[src/rtl/reg_file_rename.sv]
// Architectural register file with per-register rename tags.
// Reads are combinational with same-cycle commit forwarding. Rename, commit and rollback update state on the edge.
module reg_file_rename #(
    parameter int REG_NUM = 32,
    parameter int TAG_W   = 5
) (
    input  logic             clk_in,
    input  logic             rst_in,
    input  logic             rdy_in,
    input  logic [4:0]       rs1_from_dispatcher,
    input  logic [4:0]       rs2_from_dispatcher,
    output logic [TAG_W-1:0] Q1_to_dispatcher,
    output logic [TAG_W-1:0] Q2_to_dispatcher,
    output logic [31:0]      V1_to_dispatcher,
    output logic [31:0]      V2_to_dispatcher,
    input  logic             en_signal_from_dispatcher,
    input  logic [4:0]       rd_from_dispatcher,
    input  logic [TAG_W-1:0] rob_id_from_dispatcher,
    input  logic             commit_flag_from_rob,
    input  logic [4:0]       rd_from_rob,
    input  logic [TAG_W-1:0] Q_from_rob,
    input  logic [31:0]      V_from_rob,
    input  logic             rollback_from_rob,
    output logic [5:0]       pending_cnt_out
);

    logic [31:0]      value_q [1:REG_NUM-1];
    logic [TAG_W-1:0] tag_q   [1:REG_NUM-1];
    logic [TAG_W-1:0] tag_d   [1:REG_NUM-1];
    logic [5:0]       cnt_d;

    logic [1:0][4:0]       rs;
    logic [1:0][TAG_W-1:0] q_rd;
    logic [1:0][31:0]      v_rd;

    assign rs[0] = rs1_from_dispatcher;
    assign rs[1] = rs2_from_dispatcher;
    assign Q1_to_dispatcher = q_rd[0];
    assign Q2_to_dispatcher = q_rd[1];
    assign V1_to_dispatcher = v_rd[0];
    assign V2_to_dispatcher = v_rd[1];

    for (genvar p = 0; p < 2; p++) begin : g_rd
        always_comb begin
            q_rd[p] = '0;
            v_rd[p] = '0;
            if (rs[p] != 5'd0 && int'(rs[p]) < REG_NUM) begin
                // A committing producer hands its value straight to the reader
                if (commit_flag_from_rob && rd_from_rob == rs[p] && Q_from_rob == tag_q[rs[p]]) begin
                    q_rd[p] = '0;
                    v_rd[p] = V_from_rob;
                end else begin
                    q_rd[p] = tag_q[rs[p]];
                    v_rd[p] = value_q[rs[p]];
                end
            end
        end
    end

    // Next tags: rollback clears all; otherwise rename overrides the commit tag-clear
    always_comb begin
        cnt_d = '0;
        for (int i = 1; i < REG_NUM; i++) begin
            tag_d[i] = tag_q[i];
            if (rollback_from_rob) begin
                tag_d[i] = '0;
            end else begin
                if (commit_flag_from_rob && rd_from_rob == 5'(i) && tag_q[i] == Q_from_rob)
                    tag_d[i] = '0;
                if (en_signal_from_dispatcher && rd_from_dispatcher == 5'(i))
                    tag_d[i] = rob_id_from_dispatcher;
            end
            cnt_d = cnt_d + 6'(tag_d[i] != '0);
        end
    end

    always_ff @(posedge clk_in or negedge rst_in) begin
        if (!rst_in) begin
            for (int i = 1; i < REG_NUM; i++) begin
                value_q[i] <= '0;
                tag_q[i]   <= '0;
            end
            pending_cnt_out <= '0;
        end else if (rdy_in) begin
            for (int i = 1; i < REG_NUM; i++) begin
                tag_q[i] <= tag_d[i];
                if (commit_flag_from_rob && rd_from_rob == 5'(i))
                    value_q[i] <= V_from_rob;
            end
            pending_cnt_out <= cnt_d;
        end
    end

endmodule

[config.mk]
export PLATFORM = sky130hd
export DESIGN_NAME = reg_file_rename
export DESIGN_NICKNAME = d
export VERILOG_FILES = /design/src/rtl/reg_file_rename.sv
export SDC_FILE = /design/constraint.sdc
export NUM_CORES = 2
export LEC_CHECK = 0
export BUFFER_PORTS_ARGS = -buffer_cell sky130_fd_sc_hd__buf_2
export CORE_MARGIN = 2
export CORE_UTILIZATION = 60
export CTS_CLUSTER_DIAMETER = 80
export DETAILED_ROUTE_END_ITERATION = 6
export PLACE_DENSITY = 0.77
export SYNTH_ARGS = -nofsm -noshare
export SYNTH_HDL_FRONTEND = slang
export SYNTH_SLANG_ARGS = --single-unit
[constraint.sdc]
create_clock -name clk_in -period 14.7 [get_ports clk_in]
set_input_delay 1.47 -clock clk_in [delete_from_list [all_inputs] [get_ports clk_in]]
set_output_delay 1.47 -clock clk_in [all_outputs]
set_load 0.01 [all_outputs]
After elaboration in Yosys (flattened, before gate mapping)

Index checks and enable logic that the tools add are counted.

Register bits: 1153
Input bits: 68
Output and inout port bits: 80
Word-level logic and storage cells: 468

$add $sub $neg: 30
Magnitude comparators: 2
Eq/ne operators: 97
Mux-type cells: 113
Bitwise operators: 2
Reductions and logical operators: 161

Operator list:

| kind                                           | count |
|---|---|
| two-way mux 5 bit                              | 101 |
| binary-select mux 32 bit (select 5 bit)        | 2 |
| two-way mux 32 bit                             | 8 |
| == test 5 bit                                  | 35 |
| nonzero test 5 bit                             | 33 |
| == test 5 bit (second input constant)          | 32 |
| adder 6 x 1 -> 6 bit                           | 25 |
| logical AND 1 bit                              | 97 |
| == test 5 x 4 -> 1 bit (second input constant) | 16 |
| AND reduction 2 bit                            | 31 |
| binary-select mux 5 bit (select 5 bit)         | 2 |
| == test 5 x 3 -> 1 bit (second input constant) | 8 |
| == test 5 x 2 -> 1 bit (second input constant) | 4 |
| >= comparator 6 bit (second input constant)    | 2 |
| NOT 5 -> 6 bit                                 | 2 |
| == test 5 x 1 -> 1 bit (second input constant) | 2 |
| adder 5 x 1 -> 6 bit                           | 1 |
| adder 4 x 1 -> 5 bit                           | 1 |
| adder 3 x 1 -> 4 bit                           | 1 |
| adder 2 x 1 -> 3 bit                           | 1 |
| adder 1 x 1 -> 2 bit                           | 1 |

Logic depth before layout (Yosys ltp)

Word-level depth: 37
Depth in mapped cells: 25
Gate-level depth less buffers: 24

Worst setup path before layout

No wires, ideal clock.

Path type: input port to flip-flop
Start point: input port Q_from_rob[1]
End point: register pending_cnt_out[4]
Setup time: 0.125 ns
Data arrival time: 7.359 ns
Data required time: 14.575 ns
Setup slack: 7.216 ns
Stages on the path: 24
Buffers on the path: 2
Path through: clkbuf_1 > clkbuf_1 > xnor2_1 > nand4_1 > nor4_1 > nor3_1 > a21oi_1 > nor2_1 > fa_1 > inv_1 > fa_1 > inv_1 > fa_1 > fa_1 > fa_1 > fa_1 > fa_1 > inv_1 > fa_1 > inv_1 > a21o_1 > a21oi_1 > xnor2_1 > mux2_2

Word-level cells in the longest chain between the ends: 36
Elaborated cells on any way between the ends: 216
Those cells by class: add/sub (30); eq/ne (31); mux (93); reduce/logical (62)

Ends and longest elaborated chain:

| item                               | line | text |
|---|---|---|
| start: declaration                 | 21   | `input logic [TAG_W-1:0] Q_from_rob,` |
| == test 5 bit                      | 68   | `if (commit_flag_from_rob && rd_from_rob == 5'(i) && tag_q[i] == Q_from_rob)` |
| logical AND 1 bit                  | 68   |  |
| two-way mux 5 bit                  | 68   |  |
| two-way mux 5 bit                  | 70   | `if (en_signal_from_dispatcher && rd_from_dispatcher == 5'(i))` |
| two-way mux 5 bit                  | 65   | `if (rollback_from_rob) begin` |
| nonzero test 5 bit                 | 73   | `cnt_d = cnt_d + 6'(tag_d[i] != '0);` |
| adder 1 x 1 -> 2 bit               | 73   |  |
| adder 2 x 1 -> 3 bit               | 73   |  |
| adder 3 x 1 -> 4 bit               | 73   |  |
| adder 4 x 1 -> 5 bit               | 73   |  |
| adder 5 x 1 -> 6 bit               | 73   |  |
| adder 6 x 1 -> 6 bit (24 in a row) | 73   |  |
| adder 6 x 1 -> 6 bit *             | 73   |  |
| end signal: assignment             | 90   | `pending_cnt_out <= cnt_d;` |
| end: declaration                   | 24   | `output logic [5:0] pending_cnt_out` |

Every way passes the cells marked *; elsewhere a longest branch is shown, timed or not.
A chain may end at the register's enable or synchronous reset.

Worst setup path after layout

Start point: input port rs2_from_dispatcher[1]
End point: output port V2_to_dispatcher[15]

Word-level cells in the longest chain between the ends: 8
Elaborated cells on any way between the ends: 14
Those cells by class: eq/ne (2); mux (8); bitwise (1); reduce/logical (3)

Ends and longest elaborated chain:

| item                                                 | line   | text |
|---|---|---|
| start: declaration                                   | 11     | `input logic [4:0] rs2_from_dispatcher,` |
| NOT 5 -> 6 bit (implied by the code)                 | 49, 54 |  |
| binary-select mux 5 bit (select 5 bit)               | 49     | `if (commit_flag_from_rob && rd_from_rob == rs[p] && Q_from_rob == tag_q[rs[p]]) begin` |
| two-way mux 5 bit (implied by the code) (2 in a row) | 49     |  |
| == test 5 bit                                        | 49     |  |
| logical AND 1 bit                                    | 49     |  |
| two-way mux 32 bit                                   | 49     |  |
| two-way mux 32 bit *                                 | 47     | `if (rs[p] != 5'd0 && int'(rs[p]) < REG_NUM) begin` |
| end: declaration                                     | 15     | `output logic [31:0] V2_to_dispatcher,` |

Every way passes the cells marked *; elsewhere a longest branch is shown, timed or not. The select of a mux whose other input is x is not followed.

==> flow_metrics.env <==
export IMPL_async_flop_share_pct=100
export IMPL_port_buffers=147
export IMPL_root_buffer="clkbuf_16"
export IMPL_grt_max_degree=163
export IMPL_gr_usage_all_layers_pct=35.9
export IMPL_path_max_fanout=78
export IMPL_fin_cells=6145
export IMPL_outcome="completed"
export IMPL_worst_path_buf_inv=5
export IMPL_critPathCaptureType="output port"
export IMPL_holdPathStages=1
export IMPL_synth_area_leaders="dfrtp_1, mux4_2, mux2_2, mux2i_1, o2bb2ai_1"
export IMPL_vias=45500
export IMPL_dpl_cell_count=5923
export IMPL_antenna_left=0
export IMPL_max_stage_delay_ns=0.93
export IMPL_postCtsResizedCells=0
export IMPL_hold_class="reg -> reg"
export IMPL_irDropWorstVdd_mv=0.212
export IMPL_routed_wl_um=206000
export IMPL_cp_slowest_cell="buf_4"
export IMPL_setup_viol=0
export IMPL_grt_pass1_wl_um=307000
export IMPL_whs_ns=0.521
export IMPL_syn2layout_area_growth_pct=8.33
export IMPL_synth_flop_cell="dfrtp_1"
export IMPL_cts_setup_buffers=0
export IMPL_fin_area_mm2=0.0728
export IMPL_max_clock_freq_ghz=0.126
export IMPL_viasPerCell=7.40
export IMPL_synth_cell_type_count=58
export IMPL_syn_avg_cell_area_um2=14.3
export IMPL_multi_input_area_mm2=0.0366
export IMPL_drtIter0Drc=5668
export IMPL_slew_headroom_pct=12.8
export IMPL_dieArea_mm2=0.115
export IMPL_critPathKind="in -> out"
export IMPL_core_area_mm2=0.111
export IMPL_p_total_mw=9.60
export IMPL_start_kind="primary input"
export IMPL_syn_nets=4798
export IMPL_slew_violations=0
export IMPL_yosysWarnings=0
export IMPL_antenna_found_initial=8
export IMPL_power_density_mw_per_mm2=132
export IMPL_clk_latency_ns=0.75
export IMPL_synth_seq_area_share_pct=42.9
export IMPL_path_clk_slew_ns=0.06
export IMPL_worstMarginPinSlew_ns=1.31
export IMPL_finalHoldViolations=0
export IMPL_synth_area_mm2=0.0672
export IMPL_finalCritPeriodShare_pct=54.1
export IMPL_skew_ns=0.0345
export IMPL_grt_overflow=0
export IMPL_gp_congestion=1.00
export IMPL_drc=0
export IMPL_maxCapViolCount=0
export IMPL_fillers=7829
export IMPL_synth_edf_count=0
export IMPL_cts_sinks=1153
export IMPL_synth_top_area_cell="dfrtp_1"
export IMPL_min_period_ns=7.96
export IMPL_nets=4652
export IMPL_post_place_ws_ns=6.66
export IMPL_power_leakage_nw=31.6
export IMPL_cts_tree="built"
export IMPL_cts_buffers=117
export IMPL_drive_gt1_share_pct=46.7
export IMPL_regArea_mm2=0.0289
export IMPL_htreeDepth=3
export IMPL_cp_common_cell="buf_4"
export IMPL_arrival_ns=6.49
export IMPL_synth_top_area_share_pct=42.9
export IMPL_rsz0062_at_grt="no"
export IMPL_crit_chain="buf_8, buf_4, buf_4, a21oi_1, a211oi_1, a21oi_1, nor3_1, a221oi_1, xnor2_1, nor4_4, buf_4, mux2i_1, buf_2"
export IMPL_cp_depth=13
export IMPL_io_pins=148
export IMPL_required_ns=13.23
export IMPL_die_w_um=339
export IMPL_final_setup_tns_ns=0
export IMPL_num_rows=122
export IMPL_synth_common_cells="dfrtp_1, mux2_2, mux4_2"
export IMPL_synth_cells=4700
export IMPL_r2r_worst_path_cells=22
export IMPL_wire_per_inst_um=33.5
export IMPL_placed_cell_area_mm2=0.0688
export IMPL_yosysMostFrequentCell="dfrtp_1"
export IMPL_cp_top_family="buffers and inverters"
export IMPL_dieHeight_um=339
export IMPL_timing_final_ws_setup_ns=6.74
export IMPL_synth_ff_latch_count=1153
export IMPL_dr_pass1_iters=6
export IMPL_start_util_pct=60.6
export IMPL_holdBufCountCts=0
export IMPL_clockBufferDepth=3
export IMPL_first_global_vias=45900
export IMPL_hpwl_um=112000
export IMPL_fin_util_pct=65.6
where the power goes:
part | internal, mW | switching, mW | total [mW]
logic | 1.32 | 1.11 | 2.44
registers | 3.61 | 0.418 | 4.03
clock network | 1.81 | 1.32 | 3.13
total | 6.75 | 2.85 | 9.60
layout make-up:
type                    count  area share (%)
repair buffers            222            1.94
clock inverters            54           0.936
diodes                      1         0.00344
clock buffers             167            4.58
well taps                1488            2.56
inverters                  26           0.148
multi-input cells        3034            50.2
flip-flops and latches   1153            39.6
registers in the layout, indices dropped and copies added (netlist names):
signal,flops
tag_q,155
pending_cnt_out,6
value_q,992
cell families after synthesis:
group           synth area share, %
fa+ha+maj                     0.815
mux                            41.9
simple gates                   3.54
flops                          42.9
buf+inv                        3.10
compound gates                 5.44
xor+xnor                       2.33
metal layers:
metal	track usage (%)	up-vias	wire length [um]
met2	54.2	2811	94200
met5	0	-	45
met4	17.0	8	11100
met3	9.09	663	22300
li1	-	18100	-
met1	49.4	23900	78100
layout by cell type (no fill, tap or decap), drive strengths merged, types with 40 or more instances in the layout:
cell | synthesis | routed
a21oi | 45 | 45
xnor2 | 97 | 97
mux2i | 160 | 160
buf | 137 | 222
a22o | 68 | 68
nand2 | 96 | 96
nor4 | 40 | 40
mux4 | 640 | 640
o2bb2ai | 154 | 154
nor2 | 136 | 136
dfrtp | 1153 | 1153
clkbuf | 350 | 167
nor3 | 78 | 78
a22oi | 164 | 164
xor2 | 82 | 82
mux2 | 1075 | 1075
final timing paths:
path	from	endpoint	slack (ns)
worst max register to register	tag_q[16]	pending_cnt_out[4]	8.50
worst min register to register	value_q[691]	value_q[691]	0.52
min in group asynchronous	rst_in	tag_q[64]	0.73
worst min-delay path	value_q[691]	value_q[691]	0.52
worst max-delay path	rs2_from_dispatcher[1]	V2_to_dispatcher[15]	6.74
max in group asynchronous	rst_in	value_q[394]	10.94
No activity file was read; power rests on OpenSTA's default activity.
